<file path="config.mk">
export PLATFORM = sky130hd
export DESIGN_NAME = xor_parity_arbiter
export DESIGN_NICKNAME = d
export VERILOG_FILES = /design/src/rtl/xor_parity_arbiter.sv
export SDC_FILE = /design/constraint.sdc
export NUM_CORES = 1
export LEC_CHECK = 0
export ABC_CLOCK_PERIOD_IN_PS = 1900
export BUFFER_PORTS_ARGS = -buffer_cell sky130_fd_sc_hd__buf_2
export CAP_MARGIN = 5
export CORE_MARGIN = 2
export CORE_UTILIZATION = 43
export DETAILED_ROUTE_END_ITERATION = 8
export PLACE_DENSITY = 0.77
export SYNTH_ARGS = -nofsm -noshare
export SYNTH_HDL_FRONTEND = slang
export SYNTH_SLANG_ARGS = --single-unit
</file>
<file path="constraint.sdc">
create_clock -name clk -period 1.9 [get_ports clk]
set_input_delay 0.285 -clock clk [delete_from_list [all_inputs] [get_ports clk]]
set_output_delay 0.285 -clock clk [all_outputs]
set_load 0.005 [all_outputs]
</file>
<file path="src/rtl/xor_parity_arbiter.sv">
// xor_parity_arbiter: round-robin scheduler sharing one 4-input XOR reduction
// stage among NREQ requesters. The winning word is latched and folded one
// nibble per cycle into a parity accumulator. The even-parity bit is then
// presented with the index of the requester that owns it.
module xor_parity_arbiter #(
    parameter int NREQ   = 4,
    parameter int WORD_W = 16,
    parameter int ID_W   = 2
) (
    input  logic                   clk,
    input  logic                   reset,
    input  logic [NREQ-1:0]        req,
    input  logic [NREQ*WORD_W-1:0] data,
    output logic [NREQ-1:0]        grant,
    output logic                   busy,
    output logic                   valid,
    output logic                   parity,
    output logic [ID_W-1:0]        id
);

    localparam int NIB_N = WORD_W / 4;
    localparam int CNT_W = (NIB_N > 1) ? $clog2(NIB_N) : 1;
    localparam logic [CNT_W-1:0] LAST_CNT = CNT_W'(NIB_N - 1);

    typedef enum logic [1:0] {
        ST_IDLE  = 2'd0,
        ST_SHIFT = 2'd1,
        ST_DONE  = 2'd2
    } state_t;

    // The shared reduction stage: parity of one nibble.
    function automatic logic xor4(input logic [3:0] nib);
        return nib[0] ^ nib[1] ^ nib[2] ^ nib[3];
    endfunction

    state_t              state_q;
    logic [WORD_W-1:0]   sr_q;
    logic                acc_q;
    logic [CNT_W-1:0]    cnt_q;
    logic [ID_W-1:0]     ptr_q;
    logic [ID_W-1:0]     gid_q;
    logic                busy_q;
    logic                valid_q;
    logic                parity_q;
    logic [ID_W-1:0]     id_q;

    logic                win_found_s;
    logic [ID_W-1:0]     win_idx_s;
    logic [WORD_W-1:0]   win_word_s;
    logic [NREQ-1:0]     grant_s;
    logic                acc_d;
    logic [ID_W-1:0]     ptr_d;

    // Round-robin scan of req starting at ptr, wrapping NREQ-1 back to 0.
    always_comb begin : arb_scan
        int idx_v;
        win_found_s = 1'b0;
        win_idx_s   = '0;
        idx_v       = 0;
        for (int k = 0; k < NREQ; k++) begin
            idx_v = int'(ptr_q) + k;
            if (idx_v >= NREQ) begin
                idx_v = idx_v - NREQ;
            end else begin
                idx_v = idx_v;
            end
            if (!win_found_s && req[idx_v]) begin
                win_found_s = 1'b1;
                win_idx_s   = ID_W'(idx_v);
            end else begin
                win_found_s = win_found_s;
            end
        end
    end

    // Select the winner's word and form the one-hot grant; reset suppresses grant.
    always_comb begin
        win_word_s = '0;
        grant_s    = '0;
        for (int i = 0; i < NREQ; i++) begin
            if (win_idx_s == ID_W'(i)) begin
                win_word_s = data[i*WORD_W +: WORD_W];
                grant_s[i] = (state_q == ST_IDLE) && win_found_s && !reset;
            end else begin
                grant_s[i] = 1'b0;
            end
        end
    end

    // Next accumulator value and the pointer position after the current owner.
    always_comb begin
        acc_d = acc_q ^ xor4(sr_q[3:0]);
        if (gid_q == ID_W'(NREQ - 1)) begin
            ptr_d = '0;
        end else begin
            ptr_d = gid_q + ID_W'(1);
        end
    end

    // Main FSM: latch winner, fold nibbles, present result, advance pointer.
    always_ff @(posedge clk) begin
        if (reset) begin
            state_q  <= ST_IDLE;
            sr_q     <= '0;
            acc_q    <= 1'b0;
            cnt_q    <= '0;
            ptr_q    <= '0;
            gid_q    <= '0;
            busy_q   <= 1'b0;
            valid_q  <= 1'b0;
            parity_q <= 1'b0;
            id_q     <= '0;
        end else begin
            case (state_q)
                ST_IDLE: begin
                    valid_q <= 1'b0;
                    if (win_found_s) begin
                        sr_q    <= win_word_s;
                        acc_q   <= 1'b0;
                        cnt_q   <= '0;
                        gid_q   <= win_idx_s;
                        busy_q  <= 1'b1;
                        state_q <= ST_SHIFT;
                    end
                end
                ST_SHIFT: begin
                    acc_q <= acc_d;
                    sr_q  <= sr_q >> 3'd4;
                    cnt_q <= cnt_q + CNT_W'(1);
                    if (cnt_q == LAST_CNT) begin
                        // Result registers capture the final fold so they
                        // are valid during DONE and hold afterwards.
                        parity_q <= acc_d;
                        id_q     <= gid_q;
                        valid_q  <= 1'b1;
                        state_q  <= ST_DONE;
                    end
                end
                ST_DONE: begin
                    valid_q <= 1'b0;
                    busy_q  <= 1'b0;
                    ptr_q   <= ptr_d;
                    state_q <= ST_IDLE;
                end
                default: begin
                    valid_q <= 1'b0;
                    busy_q  <= 1'b0;
                    state_q <= ST_IDLE;
                end
            endcase
        end
    end

    assign grant  = grant_s;
    assign busy   = busy_q;
    assign valid  = valid_q;
    assign parity = parity_q;
    assign id     = id_q;

endmodule

</file>
==> results by group, run 1 <==
Logic synthesis
  • Post-synthesis mux area share: approximately 7.2%
  • Post-Syn Area: 1800 um^2
  • Compound-Gate Fraction of Synth Area: 30.9%
  • Seq cells post-synth: 30
  • Avg Inst Size Synth: 8.11 um^2
  • Async SR Flop Fraction: 0%
  • Number of synthesized flops with an enable pin: 0
  • Post-Synth Simple-Gate Area: between 15 and 20%
  • Post-Synthesis Cells: 222
  • Synthesized-area fraction occupied by adder cells: 1.39%
  • Main combinational cell family by area after synthesis: compound AO/OA/AOI/OAI gates
  • Syn nets: 294
  • Yosys warning total: 0
  • Distinct cells, synth: 37
  • Top_reg_cell synth: dfxtp_1
  • Synth Area in XOR/XNOR: 1.95%
  • Post-synthesis sequential area ratio: 33.4%

Setup path
  • CP Class: flip-flop to primary output
  • Crit-path slowest cell: dfxtp_4
  • Worst path max stage delay: 0.37 ns
  • CP Launch Type: flip-flop
  • CP Data Required Time: 1.62 ns
  • Crit end category: primary output
  • Critical path cell sequence: mux2i_1 -> nor2_1 -> a311oi_4 -> buf_12 -> nor3b_2 -> buf_2
  • Crit path DAT: 1.62 ns
  • Path depth of the worst reg2reg path: 8
  • Crit Path Max Fanout: 5

Placed design
  • Placed Instance Area: 2340 um^2
  • DPL Wire Length: 3810 um
  • Post-placement setup slack: -0.150 ns
  • Port bufs: 78
  • Gp weighted congestion: 0.848
  • Inst Count DP: 352

Pwr
  • Power Density: 641 nW/um^2
  • Overall Power: 1.64 mW
  • Max rail drop VDD: 0.390 mV
  • P_leak: 1.15 nW

Floorplan
  • Die area: 4720 um^2
  • Initial Util: 44.7%
  • Die Wd: 68.7 um
  • Row Count: 23
  • Core Box Area: 4030 um^2
  • Die height: 68.7 um
  • Ports: 79

Clock tree
  • Reg clk slew, reported paths: 0.06 ns
  • Clock Path Buffers: 2
  • Worst-Skew Late Latency: 0.28 ns
  • CTS tree: done
  • H-tree depth: 2
  • Clock tree sinks: 30
  • CTS buffer count: 5
  • Root Driver: clkbuf_8

Timing
  • Minimum clock period: ~1.9 ns
  • Fin crit share: 100%
  • Worst Max-Slew Pin Slew: between 0.6 and 0.7 ns
  • Fin. Hold Viols: 0
  • PnR worst setup slack: -0.00298 ns
  • Setup Skew: between 0.0015 and 0.002 ns
  • Slew headroom: 56.1%
  • Setup-failing EPs final: 1
  • RSZ-0062 raised after global routing: yes
  • Final Slew Violations: 0
  • WHS: 0.274 ns
  • Upper clock frequency limit: 525 MHz

Min path
  • Hold depth: 3
  • Worst min path class: input port to flip-flop

Detailed routing
  • Drt first pass iters: 4
  • Post-route ant nets: 0
  • Vias: 2019
  • Vias per cell: 5.49
  • WL per Instance: 14.3 um
  • Initial DRC count: 100
  • Post-Route WL: 5250 um
  • Drt drc: 0

Run
  • Max-cap violations: 0

Run status
  • Status: finished with violations
  • Failing checks: negative setup slack

Global routing
  • Initial antenna violation count: 0
  • Largest net degree at the start of global routing: 30
  • First-pass GRT wire length: around 8600 um
  • Grt ovf: 0
  • GR Util All Layers: approximately 24%
  • Vias in the first global route: just under 2000

Layout
  • Synth-to-layout area growth: 42.4%
  • Fraction of layout cells with a size suffix above 1: around two fifths
  • FILL cells: about 370
  • Ant diodes: 0
  • Finished Layout Cells: 368
  • Final nets: 389
  • Post-route cell area: 2560 um^2
-- cell usage in the layout (no fill, tap or decap), drive strengths merged, types with 7 or more instances in the layout --
master | netlist | routed
mux2 | 8 | 8
o221ai | 7 | 7
o21ai | 14 | 14
o211ai | 7 | 7
inv | 12 | 12
a22oi | 14 | 14
a21oi | 12 | 12
clkbuf | 5 | 7
buf | 11 | 103
nor2 | 17 | 17
a31oi | 9 | 9
nand2 | 19 | 19
dfxtp | 30 | 30
nor2b | 9 | 9
a211oi | 7 | 7
-- path summary, 6_finish.rpt --
kind            start  slack, ns        to
max reg2reg  ptr_q[1]       0.06   sr_q[4]
max          ptr_q[1]     -0.003  grant[1]
min          data[25]       0.27   sr_q[9]
min reg2reg     id[1]       0.45     id[1]
-- sequential cells by signal, summed over array words and instances (netlist names), 2 cells and up --
name,flops
cnt_q,2
id,2
ptr_q,2
gid_q,2
sr_q,16
state_q,2
-- report_power, final --
group / leakage, nW / internal (mW) / switching [mW]
combinational: 0.858 / 0.220 / 0.190
clock: 0.0482 / 0.292 / 0.236
sequential: 0.247 / 0.672 / 0.0328
-- metrics by stage --
stage	utilization, %	TNS (ns)
finish	63.6	-0.00298
global route	63.6	-0.262
CTS	62.2	-0.108
detailed placement	58.0	-0.826
global placement	58.0	-0.231
floorplan	-	0
-- final cells by class --
class	instances	area [um^2]	area share (%)
Clock inverter	1	5.00	0.195
Timing Repair Buffer	104	639	24.9
Clock buffer	7	86.3	3.37
Inverter	12	45.0	1.76
Multi-Input combinational cell	164	1120	43.7
Sequential cell	30	606	23.6
Tap cell	50	62.6	2.44
-- synthesized netlist by cell type, drive strengths merged, types with 2 or more instances --
library cell	instances	area share (%)
buf	11	3.7
a21oi	12	3.5
clkbuf	5	1.0
nand3	5	1.4
o22ai	5	1.7
nor2	17	3.5
inv	12	2.5
a31oi	9	3.1
o211ai	7	2.9
mux2i	4	2.2
ha	2	1.4
nand2b	5	1.7
nand2	19	4.0
nor3b	2	0.83
a211oi	7	2.9
nor4	2	0.69
mux2	8	5.0
nor3	4	1.4
o21ai	14	3.9
nor2b	9	3.1
a22oi	14	5.8
o221ai	7	3.4
dfxtp	30	33
xnor2	4	1.9
-- cell families after synthesis --
group | Yosys count
mux | 12
fa+ha+maj | 2
xor+xnor | 4
simple gates | 66
buf+inv | 28
compound gates | 80
flops | 30
-- repair_timing --
action	CTS	global route
buffers inserted	4	3
setup endpoints to repair	4	19
hold buffers	0	0
gates resized for setup	6	10
cloned	1	0
pin swaps	1	2
-- worst max-delay path, delay by kind of cell (launching register included) --
family | cells | cell delay, ns
AOI/OAI and AO/OA | 1 | 0.27
and+or+nand+nor | 2 | 0.23
muxes | 1 | 0.18
buffers and inverters | 2 | 0.29
DFF | 1 | 0.37
-- routing by layer --
layer | GRT usage [%] | routed length, um | vias to the layer above | part of all wire, %
met3 | 5.36 | 276 | 8 | 5.3
met5 | 0 | 0 | - | 0
met1 | 28.8 | 2260 | 940 | 43
met2 | 44.0 | 2640 | 64 | 50
met4 | 7.35 | 72 | 0 | 1.4
li1 | - | - | 1007 | -
Power figures use the tool's default switching activity.
==> run 2, diff against run 1 <==
--- a/config.mk
+++ b/config.mk
@@ -7,11 +7,11 @@
 export LEC_CHECK = 0
 export ABC_CLOCK_PERIOD_IN_PS = 1900
 export BUFFER_PORTS_ARGS = -buffer_cell sky130_fd_sc_hd__buf_2
-export CAP_MARGIN = 5
 export CORE_MARGIN = 2
 export CORE_UTILIZATION = 43
 export DETAILED_ROUTE_END_ITERATION = 8
 export PLACE_DENSITY = 0.77
+export SKIP_LAST_GASP = 1
 export SYNTH_ARGS = -nofsm -noshare
 export SYNTH_HDL_FRONTEND = slang
 export SYNTH_SLANG_ARGS = --single-unit
==> results by group, run 2 (synthesis results as in run 1) <==
Layout
  • Util after Layout: 63.5% (-0.16 points)
  • Post-route cell area: 2560 um^2 (-0.24%)
  • Max reg flops: 16 (unchanged)
  • Most common cell after layout, fill and taps aside: buf_2
  • Final nets: 389 (unchanged)
  • Synth-to-layout area growth: 42.0%
  • Commonest non-fill, non-tap cells in the layout: 78 x buf_2, 28 x dfxtp_1, 22 x buf_4, 19 x nand2_1, 17 x nor2_1
  • Ant diodes: 0 (unchanged)
  • Reg with most FFs: sr_q
  • Fraction of layout cells with a size suffix above 1: 40.9% (-0.31 points)

Setup path
  • CP Data Required Time: 1.62 ns (about the same)
  • CP Launch Type: flip-flop
  • Path depth of the worst reg2reg path: 8 (unchanged)
  • Critical path cell sequence: mux2i_1 -> nor2_1 -> a311oi_4 -> buf_12 -> nor3b_2 -> buf_2
  • Worst path max stage delay: 0.37 ns (about the same)
  • RR Endpoint: sr_q[0]
  • Crit-path slowest cell: dfxtp_4
  • Crit path DAT: 1.62 ns (about the same)
  • R2R setup slack: 0.05 ns (about the same)
  • Critical R2R Launch: ptr_q[1]
  • Crit Path Max Fanout: 5 (unchanged)
  • Crit end category: primary output
  • CP Class: flip-flop to primary output

Floorplan
  • Die area: 4720 um^2 (unchanged)
  • Row Count: 23 (unchanged)
  • Ports: 79 (unchanged)
  • Die Wd: 68.7 um (unchanged)
  • Core Box Area: 4030 um^2 (unchanged)
  • Die height: 68.7 um (unchanged)
  • Initial Util: 44.7% (unchanged)

Placed design
  • Placed Instance Area: 2340 um^2 (unchanged)
  • Gp weighted congestion: 0.848 (unchanged)
  • DPL Wire Length: 3810 um (unchanged)
  • Post-placement setup slack: -0.150 ns (unchanged)
  • Port bufs: 78 (unchanged)

Pwr
  • Power Density: 641 nW/um^2 (about the same)
  • Internal Pwr Total: 1.18 mW (-0.13%)
  • Seq pwr share: 43.0% (about the same)
  • Max rail drop VDD: 0.388 mV (-0.36%)
  • Net Sw Frac: 27.9% (-0.059 points)
  • Overall Power: 1.64 mW (-0.21%)
  • Switching power: 0.457 mW (-0.42%)
  • P_leak: 1.15 nW (-0.37%)
  • Comb power frac: 24.8% (-0.2 points)
  • Clock group share of total power: 32.2% (about the same)

Min path
  • Worst min path class: input port to flip-flop
  • Worst min-delay path endpoint: sr_q[9]
  • Hold depth: 3 (unchanged)
  • Hold path startpoint: data[25]

Run
  • Max-cap violations: 0 (unchanged)

Timing
  • Upper clock frequency limit: 526 MHz (about the same)
  • Fin. Hold Viols: 0 (unchanged)
  • RSZ-0062 raised after global routing: yes
  • Minimum clock period: 1.90 ns (-0.000503 ns)
  • Fin crit share: 100% (about the same)
  • Final Slew Violations: 0 (unchanged)
  • Setup Skew: 0.00178 ns (-0.0000252 ns)
  • WHS: 0.274 ns (-0.000411 ns)
  • Slew headroom: 56.3% (+0.21 points)
  • PnR worst setup slack: -0.00248 ns (+0.000503 ns)
  • Worst Max-Slew Pin Slew: 0.650 ns (-0.00318 ns)
  • Setup-failing EPs final: 1 (unchanged)

Detailed routing
  • Vias: 2015 (-0.20%)
  • Initial DRC count: 105 (+5.0%)
  • Drt first pass iters: 4 (unchanged)
  • Post-route ant nets: 0 (unchanged)
  • Vias per cell: 5.48 (-0.20%)
  • Post-Route WL: 5230 um (-0.42%)
  • WL per Instance: 14.2 um (-0.42%)
  • Drt drc: 0 (unchanged)

Global routing
  • Initial antenna violation count: 0 (unchanged)
  • GR Util All Layers: 24.4% (unchanged)
  • Grt ovf: 0 (unchanged)
  • Largest net degree at the start of global routing: 30 (unchanged)
  • Vias in the first global route: 1953 (unchanged)
  • First-pass GRT wire length: 8590 um (unchanged)

Run status
  • Failing checks: negative setup slack
  • Status: finished with violations

Clock tree
  • Reg clk slew, reported paths: 0.06 ns (about the same)
  • Clock Path Buffers: 2 (unchanged)
  • CTS tree: done
  • CTS Hold Bufs: 0 (unchanged)
  • Clock tree sinks: 30 (unchanged)
  • H-tree depth: 2 (unchanged)
  • Root Driver: clkbuf_8
  • CTS buffer count: 5 (unchanged)
  • Worst-Skew Late Latency: 0.28 ns (about the same)
-- run 2: cell counts in the layout (fill, tap and decap cells not counted) --
No cell type changed its count.
-- run 2: metrics by stage --
step                      instances  setup TNS, ns
after floorplan                 222              0
final                           368       -0.00248
after global routing            368         -0.282
after global placement          352         -0.231
after CTS                       365         -0.139
after detailed placement        352         -0.826
-- run 2: worst max path at each step --
stage	from	end	slack [ns]
2_1_floorplan	ptr_q[1]	grant[1]	0.02
3_3_place_gp	req[0]	sr_q[15]	-0.04
3_5_place_dp	req[1]	sr_q[10]	-0.15
4_1_cts	ptr_q[1]	grant[1]	-0.07
5_1_grt	ptr_q[1]	grant[1]	-0.09
6_report	ptr_q[1]	grant[1]	-0.002
-- run 2: critical path, delay by kind of cell, from the launching register on --
family          cells  cell delay [ns]
flops               1             0.37
simple gates        2             0.23
compound gates      1             0.27
mux                 1             0.18
buf+inv             2             0.29
-- run 2: area by class of cell --
| class | count | area [um^2] |
|---|---|---|
| Fill cell | 368 | 1470 |
| Inverter | 12 | 45.0 |
| Clock inverter | 1 | 5.00 |
| Tap cell | 50 | 62.6 |
| Sequential cell | 30 | 606 |
| Clock buffer | 7 | 86.3 |
| Multi-Input combinational cell | 164 | 1110 |
| Timing Repair Buffer | 104 | 639 |
-- run 2: what timing repair did --
action / CTS / global route
resized for setup: 5 / 9
setup endpoints to repair: 4 / 19
pin swaps: 1 / 2
setup buffers: 4 / 3
hold endpoints to repair: 0 / 0
gates cloned: 1 / 0
-- run 2: per-layer routing --
layer  part of all wire (%)  GRT usage, %  vias up
met5                      0             0        -
met2                     50          44.0       69
met1                     43          28.8      932
met4                    1.4          7.35        0
met3                    5.6          5.36        8
li1                       -             -     1006
-- run 2: power groups by stage --
stage	Clock [mW]	Combinational (mW)	Sequential, mW
after detailed placement	0	0.368	0.718
final	0.528	0.407	0.705
after floorplan	0	0.222	0.708
after CTS	0.535	0.391	0.703
after global routing	0.564	0.452	0.709
after global placement	0	0.360	0.715
==> run 3, diff against run 2 <==
==> config.mk (replaced) <==
export PLATFORM = sky130hd
export DESIGN_NAME = xor_parity_arbiter
export DESIGN_NICKNAME = d
export VERILOG_FILES = /design/src/rtl/xor_parity_arbiter.sv
export SDC_FILE = /design/constraint.sdc
export NUM_CORES = 1
export LEC_CHECK = 0
export ABC_CLOCK_PERIOD_IN_PS = 2400
export CORE_MARGIN = 2
export CORE_UTILIZATION = 55
export CTS_CLUSTER_SIZE = 12
export DETAILED_ROUTE_END_ITERATION = 8
export DONT_BUFFER_PORTS = 1
export PLACE_DENSITY = 0.7
export SKIP_LAST_GASP = 1
export SYNTH_ARGS = -nofsm -noshare
export SYNTH_HDL_FRONTEND = slang
export SYNTH_SLANG_ARGS = --single-unit
==> constraint.sdc (replaced) <==
create_clock -name clk -period 2.4 [get_ports clk]
set_input_delay 0.36 -clock clk [delete_from_list [all_inputs] [get_ports clk]]
set_output_delay 0.36 -clock clk [all_outputs]
set_load 0.005 [all_outputs]
==> results by group, run 3 (synthesis results as in run 1) <==
Timing
  • Setup Skew: 0.00751 ns (+0.00573 ns)
  • Total negative slack: 0 ns (+0.00248 ns)
  • RSZ-0062 raised after global routing: no
  • Setup-failing EPs final: 0 (-1)
  • Slew headroom: 18.5% (-38 points)
  • Worst Max-Slew Pin Slew: 1.21 ns (+0.562 ns)
  • Fin crit share: 93.2%
  • PnR worst setup slack: 0.164 ns (+0.167 ns)
  • Upper clock frequency limit: between 400 and 500 MHz
  • Minimum clock period: 2.24 ns
  • Final Slew Violations: 0 (unchanged)
  • Fin. Hold Viols: 0 (unchanged)

Placed design
  • Placed Instance Area: 1810 um^2 (-23%)
  • Gp weighted congestion: 0.810 (-4.5%)
  • Post-placement setup slack: 0.253 ns (+0.403 ns)
  • Port bufs: 0 (-100%)
  • DPL Wire Length: 3180 um (-17%)

Setup path
  • R2R setup slack: 0.43 ns (+0.38 ns)
  • Crit end category: primary output
  • RR Endpoint: sr_q[12]
  • Path depth of the worst reg2reg path: 3 (-5)
  • CP Launch Type: flip-flop
  • CP Class: flip-flop to primary output
  • CP Data Required Time: 2.04 ns (+0.42 ns)
  • Crit Path Max Fanout: 27 (+22)
  • Crit path DAT: 1.88 ns (+0.26 ns)
  • Critical R2R Launch: state_q[0]

Pwr
  • Overall Power: 1.02 mW (-38%)
  • Internal Pwr Total: 0.736 mW (-38%)
  • Power Density: 549 nW/um^2 (-14%)
  • Clock group share of total power: 26.1% (-6.1 points)
  • P_leak: 0.662 nW (-42%)
  • Max rail drop VDD: 0.290 mV (-25%)
  • Switching power: 0.286 mW (-37%)
  • Seq pwr share: 54.5% (+12 points)
  • Comb power frac: 19.5% (-5.3 points)
  • Net Sw Frac: 28.0% (+0.13 points)

Floorplan
  • Die area: 3750 um^2 (-21%)
  • Die height: 61.2 um (-11%)
  • Die Wd: 61.2 um (-11%)
  • Ports: 79 (unchanged)
  • Initial Util: 58.5% (+14 points)
  • Core Box Area: 3080 um^2 (-24%)
  • Row Count: 20 (-13%)

Layout
  • Fraction of layout cells with a size suffix above 1: 10.1% (-31 points)
  • Final nets: 289 (-26%)
  • Max reg flops: 16 (unchanged)
  • Synth-to-layout area growth: 3.41%
  • Util after Layout: 60.5% (-3.0 points)
  • Post-route cell area: 1860 um^2 (-27%)
  • Sequential cell area: 602 um^2 (-0.62%)
  • Ant diodes: 0 (unchanged)
  • Most common cell after layout, fill and taps aside: dfxtp_1
  • Area of the multi-input gates: 1080 um^2 (-2.9%)
  • Reg with most FFs: sr_q
  • Commonest non-fill, non-tap cells in the layout: 29 x dfxtp_1, 19 x nand2_1, 17 x nor2_1, 14 x o21ai_0, 14 x a22oi_1
  • FILL cells: 292 (-21%)

Clock tree
  • H-tree depth: 2 (unchanged)
  • Clock tree sinks: 30 (unchanged)
  • CTS buffer count: 5 (unchanged)
  • CTS tree: done
  • Clock Path Buffers: 2 (unchanged)
  • Reg clk slew, reported paths: 0.09 ns (+0.03 ns)
  • Root Driver: clkbuf_4
  • Worst-Skew Late Latency: 0.32 ns (+0.04 ns)
  • CTS Hold Bufs: 0 (unchanged)

Detailed routing
  • Drt drc: 0 (unchanged)
  • Post-route ant nets: 0 (unchanged)
  • Initial DRC count: 73 (-30%)
  • Vias: 1605 (-20%)
  • Drt first pass iters: 4 (unchanged)
  • Post-Route WL: 4230 um (-19%)
  • Vias per cell: 6.15 (+12%)
  • WL per Instance: 16.2 um (+14%)

Global routing
  • Initial antenna violation count: 0 (unchanged)
  • Largest net degree at the start of global routing: 31 (+3.3%)
  • GR Util All Layers: 24.9% (+0.53 points)
  • First-pass GRT wire length: 6870 um (-20%)
  • Vias in the first global route: 1600 (-18%)
  • Grt ovf: 0 (unchanged)

Run status
  • Status: complete, no violations

Min path
  • Hold path startpoint: reset
  • Worst min path class: input port to flip-flop
  • Worst min-delay path endpoint: parity
  • Hold depth: 1 (-2)

Run
  • Max-cap violations: 0 (unchanged)
-- run 3: worst max-delay path by stage --
stage,from,to,slack (ns),cells past startpoint
global route,ptr_q[1],grant[1],0.02,5
global placement,req[0],grant[1],0.31,4
floorplan,req[0],grant[1],0.31,7
CTS,ptr_q[1],grant[1],0.08,5
finish,ptr_q[1],grant[1],0.16,5
detailed placement,req[0],grant[1],0.25,4
-- run 3: worst max-delay path, stage by stage, from the launching register on --
cell,delay (ns)
dfxtp_2,0.45
mux2i_1,0.21
nor2_1,0.08
a311oi_4,0.26
buf_6,0.26
nor3b_1,0.28
-- run 3: layout make-up --
| cell class | count | area share, % |
|---|---|---|
| clock buffers | 7 | 2.42 |
| inverters | 12 | 2.42 |
| repair buffers | 4 | 1.81 |
| flip-flops and latches | 30 | 32.3 |
| multi-input cells | 164 | 58.1 |
| well taps | 44 | 2.96 |
-- run 3: repair_timing --
action	CTS	global route
resized for setup	2	1
setup endpoints to repair	2	1
setup buffers	0	0
-- run 3: power groups by stage --
stage | Clock (mW) | Combinational (mW) | Sequential [mW]
floorplan | 0 | 0.175 | 0.560
global placement | 0 | 0.192 | 0.566
detailed placement | 0 | 0.198 | 0.567
CTS | 0.271 | 0.200 | 0.556
global route | 0.297 | 0.223 | 0.561
finish | 0.266 | 0.199 | 0.557
-- run 3: per-layer routing --
layer / global-route usage [%] / up-vias / share of wire (%)
li1: - / 807 / -
met5: 0 / - / 0
met3: 5.25 / 11 / 6.3
met4: 13.0 / 0 / 2.4
met1: 29.1 / 730 / 41
met2: 42.9 / 57 / 50
-- run 3: through the flow --
stage               hold slack (ns)  instances
global route                 0.0750        261
CTS                          0.0846        261
floorplan                     0.426        222
finish                       0.0984        261
detailed placement            0.427        254
global placement              0.428        254
